## src/rtl/ram_loader.sv

```systemverilog
// Streams a burst of upstream words into a RAM32K-style port (address/in/load).
// Optional feature: define LOADER_CHECKSUM_EN to add a running modulo-2^DATA_W checksum output.
module ram_loader #(
    parameter int ADDR_W = 15,
    parameter int DATA_W = 16
) (
    input  logic              clock,
    input  logic              reset_n,
    input  logic              start,
    input  logic [ADDR_W-1:0] base_addr,
    input  logic [ADDR_W-1:0] word_count,
    input  logic              s_valid,
    input  logic [DATA_W-1:0] s_data,
    output logic              s_ready,
    output logic [DATA_W-1:0] ram_in,
    output logic              ram_load,
    output logic [ADDR_W-1:0] ram_address,
    output logic              busy,
`ifdef LOADER_CHECKSUM_EN
    output logic [DATA_W-1:0] checksum,
`endif
    output logic              done
);

    typedef enum logic [1:0] {
        IDLE = 2'd0,
        LOAD = 2'd1,
        DONE = 2'd2
    } state_t;

    state_t            state;
    logic [ADDR_W-1:0] cur_addr;
    logic [ADDR_W-1:0] remaining;

    // s_ready and busy are registered copies of (state == LOAD).
    always_ff @(posedge clock or negedge reset_n) begin
        if (!reset_n) begin
            state       <= IDLE;
            cur_addr    <= '0;
            remaining   <= '0;
            s_ready     <= 1'b0;
            ram_in      <= '0;
            ram_load    <= 1'b0;
            ram_address <= '0;
            busy        <= 1'b0;
            done        <= 1'b0;
`ifdef LOADER_CHECKSUM_EN
            checksum    <= '0;
`endif
        end else begin
            ram_load <= 1'b0;
            done     <= 1'b0;
            case (state)
                IDLE: begin
                    if (start) begin
                        cur_addr  <= base_addr;
                        remaining <= word_count;
`ifdef LOADER_CHECKSUM_EN
                        checksum  <= '0;
`endif
                        if (word_count != '0) begin
                            state   <= LOAD;
                            s_ready <= 1'b1;
                            busy    <= 1'b1;
                        end else begin
                            state <= DONE;
                            done  <= 1'b1;
                        end
                    end
                end
                LOAD: begin
                    if (s_valid) begin
                        ram_in      <= s_data;
                        ram_address <= cur_addr;
                        ram_load    <= 1'b1;
                        cur_addr    <= cur_addr + ADDR_W'(1);
                        remaining   <= remaining - ADDR_W'(1);
`ifdef LOADER_CHECKSUM_EN
                        checksum    <= checksum + s_data;
`endif
                        // done lines up with the write pulse of the final word
                        if (remaining == ADDR_W'(1)) begin
                            state   <= DONE;
                            s_ready <= 1'b0;
                            busy    <= 1'b0;
                            done    <= 1'b1;
                        end
                    end
                end
                DONE: begin
                    state <= IDLE;
                end
                default: begin
                    state   <= IDLE;
                    s_ready <= 1'b0;
                    busy    <= 1'b0;
                end
            endcase
        end
    end

endmodule

```

## config.mk

```make
export PLATFORM = sky130hd
export DESIGN_NAME = ram_loader
export DESIGN_NICKNAME = d
export VERILOG_FILES = /design/src/rtl/ram_loader.sv
export SDC_FILE = /design/constraint.sdc
export NUM_CORES = 1
export LEC_CHECK = 0
export BUFFER_PORTS_ARGS = -buffer_cell sky130_fd_sc_hd__buf_2
export CORE_MARGIN = 2
export CORE_UTILIZATION = 57
export DETAILED_ROUTE_END_ITERATION = 8
export PLACE_DENSITY = 0.85
export SYNTH_ARGS = -nofsm -noshare
export SYNTH_HDL_FRONTEND = slang
export SYNTH_SLANG_ARGS = --single-unit
```

## constraint.sdc

```tcl
create_clock -name clock -period 5.25 [get_ports clock]
set_clock_uncertainty 0.1 [all_clocks]
set_input_delay 0.7875 -clock clock [delete_from_list [all_inputs] [get_ports clock]]
set_output_delay 0.7875 -clock clock [all_outputs]
set_load 0.01 [all_outputs]
```

[Word-level counts from Yosys, hierarchy flattened]
Cells that the tools add are included.
Storage, ports and cells
  output and inout bits: 35
  logic and storage cells: 48
  input bits: 50
  flip-flop bits (word level): 66
Cells by class
  bitwise gates (word level): 1
  eq/ne operators: 7
  add/subtract/negate cells: 2
  multiplexer cells: 23
  reductions and logical operators: 7
Operator list (count)
  $mux 15: 4
  $pmux 15 s2: 2
  $add 15x1->15 const B: 1
  $eq 15x1->1 const B: 1
  $reduce_bool 15->1: 1
  $sub 15x1->15 const B: 1
  $mux 1: 10
  $mux 2: 4
  $ne 2x2->1 const B: 4
  $reduce_and 3->1: 2
  $reduce_and 5->1: 1
  $pmux 2 s2: 1
  $pmux 1 s3: 1
  $eq 2x1->1 const B: 1
  $eq 2x2->1 const B: 1
  $logic_not 2->1: 1
  $pmux 1 s2: 1
  $reduce_and 2->1: 1
  $reduce_bool 2->1: 1
  $not 1->1: 1

[Longest topological paths before layout]
Gate-level depths: netlist of the first run.
  depth in word-level cells: 4
  gate-level depth with buffers: 9
  mapped depth without buffers: 6

[Least setup slack after synthesis of the first run]
No wires, ideal clock.
  kind: input to register
  from: input s_valid
  to: register busy
  data arrival time: 1.994 ns
  stages: 5
  path slack: 3.019 ns
  required time: 5.012 ns
  path buffers: 1
  cell sequence: buf_2 > or4bb_1 > or4_4 > nand3_1 > o221ai_2
Between the ends
  longest elaborated chain between the ends: 2
Ends and longest elaborated chain
  start, declared: line 12  | input logic s_valid,
  $ne 2x2->1 (no source line)
  $reduce_and 5->1 (no source line)
  end signal, assigned: line 45  | busy <= 1'b0;
  end signal, assigned: line 64  | busy <= 1'b1;
  end signal, assigned: line 85  | busy <= 1'b0;
  end, declared: line 18  | output logic busy,
No other way between the ends.
A chain may end at the register's enable or synchronous reset.

[Worst setup path after layout of the first run]
  from: register state[0]
  to: register ram_in[6]
Between the ends
  longest elaborated chain between the ends: 2
Ends and longest elaborated chain
  start, declared: line 31  | state_t state;
  start signal, assigned: line 38  | state <= IDLE;
  start signal, assigned: line 62  | state <= LOAD;
  start signal, assigned: line 66  | state <= DONE;
  $eq 2x1->1: line 53  | case (state)
  $reduce_and 2->1 (no source line)
  end signal, assigned: line 73  | ram_in <= s_data;
  end, declared: line 15  | output logic [DATA_W-1:0] ram_in,
No other way between the ends.

==> metrics.md, run 1 <==
| Metric | Value |
|---|---|
| Via count | 3236 |
| Worst slew margin | 39.7% |
| Hold Path Class | flop to flop |
| Antenna viol nets, final | 0 |
| Initial DRT Pass Iterations | 5 |
| Reg clk slew, reported paths | 0.08 ns |
| CP startpoint | state[0] |
| Synth Instances | 357 |
| Placement Setup Slack | 2.27 ns |
| Total gr overflow | 0 |
| Mean post-synth cell area | 9.54 sq um |
| Final Cycle Share | 58.8% |
| DP HPWL | 6310 um |
| CP Class | flop to flop |
| Seq cells post-synth | 66 |
| Core area | 5850 sq um |
| H-Tree Depth | 3 |
| Die footprint | 6610 sq um |
| Resized Gates After CTS | 0 |
| Starting Density | 58.2% |
| Fin Setup TNS | 0 ns |
| Final instance area | 4040 sq um |
| Max Cap Violations | 0 |
| CP Launch Type | flop |
| Fin. Hold Viols | 0 |
| CTS tree | yes |
| Total wire length | 9150 um |
| Worst-margin pin slew | 0.901 ns |
| Setup ws final | 2.17 ns |
| Initial antenna violation count | 0 |
| Async SR Flop Fraction | 100% |
| Leakage | 1.85 nW |
| Sequential share of the synthesized area | 48.5% |
| Worst EP required | 5.40 ns |
| CTS Buffer Depth | 2 |
| Die width | 81.3 um |
| Critical path endpoint category | flop |
| FF-to-FF Start | state[0] |
| Total GRT Usage | 29.3% |
| Slowest cell delay on critical path | 0.65 ns |
| Peak Freq | 0.324 GHz |
| Die Y | 81.3 um |
| Slew Limit Fails | 0 |
| Via density | 6.33 |
| Vias in the first global route | 2977 |
| Syn Nets | 410 |
| Clock Power Share | 16.9% |
| Hold path start | ram_address[9] |
| Yosys cell types | 52 |
| Synth Flop Type | dfrtp_1 |
| CTS Sinks | 66 |
| Skew-Pair Late Insertion Delay | 0.36 ns |
| Dpl cell area | 3830 sq um |
| Status | completed |
| Dominant cell type by area after synthesis | dfrtp_1 |
| Combinational power share | 43.7% |
| Net Sw Frac | 43.9% |
| PD cells | 643 nW/um^2 |
| Port bufs | 84 |
| Setup repair bufs after CTS | 0 |
| Setup violations, final | 0 |
| Hold buffers post-CTS | 0 |
| CTS Root Cell | clkbuf_8 |
| Gpl congestion | 0.947 |
| Fillers | 445 |
| VDD IR-drop max | 0.348 mV |
| Starting DRT DRC Count | 319 |
| I/O pins | 85 |
| Row count | 28 |
| CTS buffer count | 9 |
| Synth-to-layout area growth | 18.6% |
| Crit-path max FO | 33 |
| RSZ-0062 raised after global routing | no |
| Syn Std Cell Area | 3400 sq um |
| Cell Chain, Critical Path | nor2b_1 > nand2_1 > inv_2 > mux2_2 |
| Sequential power share | 39.5% |
| Remaining routing DRC violations | 0 |
| Sw power | 1.14 mW |
| Nets | 484 |
| Global-route wire length before repair | 14500 um |
| Share of layout cells above drive strength 1 | 31.2% |
| Top area cells in the synthesized netlist | dfrtp_1 49%, mux2_2 6.3%, nand2_1 6.0% |
| Critical path data arrival time | 3.24 ns |
| N_diodes | 0 |
| Largest net degree at the start of global routing | 67 |
| Internal | 1.46 mW |
| Yosys warns | 0 |
| Top-area cell type share of the netlist area | 48.5% |
| Clock period minus worst slack | 3.08 ns |
| EDFF count, synth | 0 |
| Avg WL per Cell | 17.9 um |
| Slowest-stage cell, CP | inv_2 |
==> worst paths after layout <==
| check | endpoint | slack [ns] | depth (start not counted) |
|---|---|---|---|
| max reg2reg | ram_in[6] | 2.17 | 4 |
| min reg2reg | ram_address[9] | 0.38 | 2 |
| min | ram_address[9] | 0.38 | 2 |
| max in group asynchronous | ram_address[12] | 3.99 | 2 |
| min in group asynchronous | ram_in[4] | 0.52 | 2 |
| max | ram_in[6] | 2.17 | 4 |
==> cells in the mapped netlist (4+ instances only) <==
master / instances
nor4_1: 12
nor3_1: 12
or4_1: 4
dfrtp_1: 66
nand2_1: 54
o221a_2: 4
a31oi_1: 4
a21oi_1: 23
mux2i_1: 6
o22ai_1: 11
o21ai_0: 10
nand3_1: 14
nor2_1: 24
clkbuf_1: 13
buf_2: 9
o32ai_1: 4
mux2_2: 19
and3_1: 4
inv_1: 8
nand4_1: 7
==> power by group through the flow <==
stage          Combinational, mW  Sequential [mW]  Clock, mW
6_report                    1.13             1.02      0.437
5_1_grt                     1.25             1.06      0.464
4_1_cts                     1.12             1.02      0.441
3_5_place_dp                1.11             1.02          0
3_3_place_gp                1.08             1.01          0
2_1_floorplan              0.782            0.992          0
==> routing by layer <==
| metal | part of all wire (%) | GRT usage [%] | vias up |
|---|---|---|---|
| met3 | 8.0 | 6.67 | 19 |
| li1 | - | - | 1478 |
| met5 | 0 | 0 | - |
| met1 | 43 | 40.9 | 1557 |
| met2 | 47 | 43.9 | 182 |
| met4 | 2.3 | 12.4 | 0 |
==> stage by stage <==
step,std cells,utilization (%),power (mW),hold slack [ns]
finish,511,69.0,2.59,0.377
CTS,511,69.0,2.58,0.378
floorplan,357,-,1.77,0.375
detailed placement,495,65.5,2.14,0.360
global route,511,69.0,2.78,0.414
global placement,495,65.5,2.08,0.356
==> worst max-delay path, delay by kind of cell, from the launching register on <==
kind	cells	cell delay, ns
flops	1	0.62
mux	1	0.41
buf+inv	1	0.65
simple gates	2	1.19
==> cells by family (layout without fill, tap and decap cells) <==
logic type | count (synthesis) | after routing | share of synthesized area (%)
and+or+nand+nor | 151 | 151 | 22.4
AOI/OAI and AO/OA | 79 | 79 | 15.8
DFF | 66 | 66 | 48.5
buffers and inverters | 33 | 112 | 4.12
muxes | 25 | 25 | 8.05
adders and majority gates | 3 | 3 | 1.10
==> area by class of cell <==
class	instances	area (sq um)	share of cell area, %
multi-input cells	258	1610	40.0
clock inverters	7	77.6	1.92
flip-flops and latches	66	1650	40.9
clock buffers	9	124	3.07
well taps	75	93.8	2.32
repair buffers	87	443	11.0
inverters	9	33.8	0.837
==> layout by cell type (no fill, tap or decap), drive strengths merged, types with 4 or more instances in the layout <==
cell    count
nand4       7
o22ai      11
and3        4
dfrtp      66
a31oi       4
buf        87
mux2i       6
nor2       24
o21ai      10
o32ai       4
nand3      14
or4         5
clkbuf      9
nor3       14
inv        11
o221a       4
nor4       12
mux2       19
nand2      54
a21oi      23
==> state kept, by name, summed over array words and instances (netlist names) <==
| signal | cells |
|---|---|
| ram_in | 16 |
| cur_addr | 15 |
| ram_address | 15 |
| remaining | 15 |
| state | 2 |
| busy | 1 |
| done | 1 |
| ram_load | 1 |
Power figures use the tool's default switching activity.
==> run 2: changes to the inputs <==
--- a/config.mk
+++ b/config.mk
@@ -5,11 +5,12 @@
 export SDC_FILE = /design/constraint.sdc
 export NUM_CORES = 1
 export LEC_CHECK = 0
+export ABC_AREA = 1
 export BUFFER_PORTS_ARGS = -buffer_cell sky130_fd_sc_hd__buf_2
 export CORE_MARGIN = 2
-export CORE_UTILIZATION = 57
+export CORE_UTILIZATION = 49
 export DETAILED_ROUTE_END_ITERATION = 8
-export PLACE_DENSITY = 0.85
+export PLACE_DENSITY = 0.77
 export SYNTH_ARGS = -nofsm -noshare
 export SYNTH_HDL_FRONTEND = slang
 export SYNTH_SLANG_ARGS = --single-unit
==> constraint.sdc (replaced) <==
create_clock -name clock -period 2.6 [get_ports clock]
set_clock_uncertainty 0.1 [all_clocks]
set_input_delay 0.39 -clock clock [delete_from_list [all_inputs] [get_ports clock]]
set_output_delay 0.39 -clock clock [all_outputs]
set_load 0.01 [all_outputs]
==> metrics.md, run 2 <==
| Metric | Value |
|---|---|
| CTS Buffer Depth | 2 (unchanged) |
| GR Util met3 | 5.82% (-0.85 points) |
| Reg clk slew, reported paths | 0.07 ns (about the same) |
| Leakage | 2.25 nW (+22%) |
| CP Launch Type | flop |
| CTS buffer count | 9 (unchanged) |
| Final instance area | 4260 sq um (+5.6%) |
| Mean post-synth cell area | 7.13 sq um (-25%) |
| Overall power | 5.33 mW (+110%) |
| Sw power | 2.38 mW (+110%) |
| Reg2reg setup slack | 0.57 ns (-1.59 ns) |
| Seq cells post-synth | 66 (unchanged) |
| Worst-margin pin slew | 0.624 ns (-0.277 ns) |
| Slowest-stage cell, CP | dfrtp_1 |
| Port bufs | 84 (unchanged) |
| Synth top cells by count | 175 x nand2_1, 82 x nor2_1, 66 x dfrtp_1 |
| Slowest cell delay on critical path | 0.52 ns (-0.13 ns) |
| Die Y | 89.1 um (+9.6%) |
| Sequential share of the synthesized area | 46.5% (-2.0 points) |
| Hold path start | s_data[3] |
| Gpl congestion | 0.930 (-1.8%) |
| Most frequent cells in the layout | 175 x nand2_1, 84 x buf_2, 82 x nor2_1 |
| Total GRT Usage | 23.6% (-5.8 points) |
| I/O pins | 85 (unchanged) |
| Fin. Hold Viols | 0 (unchanged) |
| CTS tree | yes |
| Synth Instances | 498 (+39%) |
| Clock Power Share | 17.9% (+1.0 points) |
| R2R cell count | 8 (+4) |
| Vias in the first global route | 3306 (+11%) |
| Initial antenna violation count | 0 (unchanged) |
| Setup violations, final | 0 (unchanged) |
| Via count | 3520 (+8.8%) |
| Peak Freq | 0.494 GHz (+52%) |
| Max Cap Violations | 0 (unchanged) |
| Initial DRT Pass Iterations | 5 (unchanged) |
| Starting Density | 49.7% (-8.5 points) |
| Cell Chain, Critical Path | nand2_4 > inv_2 > nand2_2 > nand2_2 > nor2_4 > buf_4 > a21oi_1 > a21oi_1 |
| Hold path endpoint | ram_in[3] |
| Die width | 89.1 um (+9.6%) |
| Internal | 2.95 mW (+100%) |
| CP Class | flop to flop |
| Row count | 31 (+11%) |
| Grt met2 use | 39.2% (-4.7 points) |
| Async SR Flop Fraction | 100% (unchanged) |
| Sequential power share | 36.0% (-3.5 points) |
| Layout Utilization | 59.7% (-9.2 points) |
| EDFF count, synth | 0 (unchanged) |
| Avg WL per Cell | 13.0 um (-28%) |
| Status | completed |
| Via density | 5.14 (-19%) |
| CTS Root Cell | clkbuf_8 |
| Critical path endpoint category | flop |
| Yosys cell types | 28 (-46%) |
| Multi-input gate area | 1650 sq um (+2.2%) |
| H-Tree Depth | 3 (unchanged) |
| Yosys warns | 0 (unchanged) |
| Commonest non-fill, non-tap cell in the layout | nand2_1 |
| Resized Gates After CTS | 0 (unchanged) |
| Final Cycle Share | 77.9% (+19 points) |
| Share of layout cells above drive strength 1 | 19.6% (-12 points) |
| Routing usage on met1 | 30.0% (-11 points) |
| Hold Path Class | input port to flop |
| Crit path buf inv count | 2 (+1) |
| Biggest register | ram_in |
| R2R Path End | remaining[7] |
| Setup ws final | 0.574 ns (-1.59 ns) |
| Combinational power share | 46.1% (+2.4 points) |
| Max FFs per register | 16 (unchanged) |
| Starting DRT DRC Count | 184 (-42%) |
| Total wire length | 8880 um (-2.9%) |
| Top-area cell type share of the netlist area | 46.5% (-2.0 points) |
| Worst EP required | 2.76 ns (-2.64 ns) |
| Setup repair bufs after CTS | 0 (unchanged) |
| VDD IR-drop max | 0.524 mV (+50%) |
| Total gr overflow | 0 (unchanged) |
| Antenna viol nets, final | 0 (unchanged) |
| Synth Flop Type | dfrtp_1 |
| Global-route wire length before repair | 14600 um (+0.33%) |
| Fin Setup TNS | 0 ns (unchanged) |
| Dominant cell type by area after synthesis | dfrtp_1 |
| Stages on the worst setup path | 8 (+4) |
| Top area cells in the synthesized netlist | dfrtp_1 47%, nand2_1 19%, nor2_1 8.7% |
| Crit-path leading delay family | simple AND/OR/NAND/NOR gates |
| Largest net degree at the start of global routing | 44 (-34%) |
| Skew-Pair Late Insertion Delay | 0.33 ns (-0.03 ns) |
| Net Sw Frac | 44.7% (+0.78 points) |
| Core area | 7140 sq um (+22%) |
| Crit-path max FO | 21 (-36%) |
| Minimum hold slack | 0.153 ns (-0.224 ns) |
| RSZ-0062 raised after global routing | no |
| Synth-to-layout area growth | 20.2% |
| N_diodes | 0 (unchanged) |
| Clock period minus worst slack | 2.03 ns (-1.06 ns) |
| Finished Layout Cells | 685 (+34%) |
| Hold path cells | 3 (+1) |
| FF-to-FF Start | state[0] |
| Placed Instances | 668 (+35%) |
| Remaining routing DRC violations | 0 (unchanged) |
| Dominant cell by count in the synthesized netlist | nand2_1 |
| Dpl cell area | 4040 sq um (+5.2%) |
| Slew Limit Fails | 0 (unchanged) |
| Syn Nets | 551 (+34%) |
| Syn Std Cell Area | 3550 sq um (+4.2%) |
| CTS Sinks | 66 (unchanged) |
| Placement Setup Slack | 0.599 ns (-1.67 ns) |
| DP HPWL | 6590 um (+4.4%) |
| Worst slew margin | 58.1% (+18 points) |
| Fillers | 734 (+65%) |
| Critical path data arrival time | 2.18 ns (-1.06 ns) |
| PD cells | 1250 nW/um^2 (+94%) |
| Die footprint | 7940 sq um (+20%) |
| Nets | 634 (+31%) |
| Storage cell area | 1650 sq um (unchanged) |
| GRT Max-Usage Layer | met2 |
## run 2: changes by cell type in the layout (fill, tap and decap cells not counted), sizes merged, moves of 19 or more
cell / delta
nor2: +59
o21ai: +31
inv: +28
nand2: +124
nand3: +19
mux2: -19
## run 2: area by class of cell
cell class | instances | share of cell area (%)
Inverter | 39 | 3.43
Multi-Input combinational cell | 374 | 38.6
Clock inverter | 5 | 1.82
Tap cell | 99 | 2.90
Clock buffer | 11 | 3.32
Sequential cell | 66 | 38.7
Timing Repair Buffer | 91 | 11.2
## run 2: worst max path at each step
stage | start | to | slack, ns
after detailed placement | state[0] | remaining[7] | 0.60
after floorplan | cur_addr[0] | cur_addr[14] | 1.05
after global routing | state[0] | remaining[9] | 0.38
final | state[0] | remaining[7] | 0.57
after CTS | state[0] | remaining[7] | 0.58
after global placement | state[0] | remaining[9] | 0.67
## run 2: timing repair
item	in CTS	in global routing
endpoints found under the setup margin	0	0
hold buffers	1	0
endpoints found under the hold margin	20	0
## run 2: layer usage
metal / vias up / part of all wire [%]
met5: - / 0
met4: 0 / 2.0
met3: 17 / 6.9
met2: 131 / 47
met1: 1626 / 44
li1: 1746 / -
## run 2: cells by family (layout without fill, tap and decap cells)
group	after synthesis	in the layout	synth area share (%)
buf+inv	58	146	7.02
xor+xnor	5	5	1.23
fa+ha+maj	3	3	1.06
flops	66	66	46.5
simple gates	308	308	35.4
compound gates	58	58	8.78
## run 2: worst reg2reg max path, stage by stage (launching register included)
cell	delay [ns]
dfrtp_1	0.52
nand2_4	0.24
inv_2	0.06
nand2_2	0.08
nand2_2	0.07
nor2_4	0.37
buf_4	0.29
a21oi_1	0.10
a21oi_1	0.13
## run 2: power by group through the flow
stage	clock, mW	combinational [mW]	sequential, mW
after CTS	0.969	2.47	1.91
final	0.952	2.45	1.92
after floorplan	0	1.69	1.95
after global placement	0	2.37	1.90
after global routing	1.02	2.82	1.99
after detailed placement	0	2.46	1.93
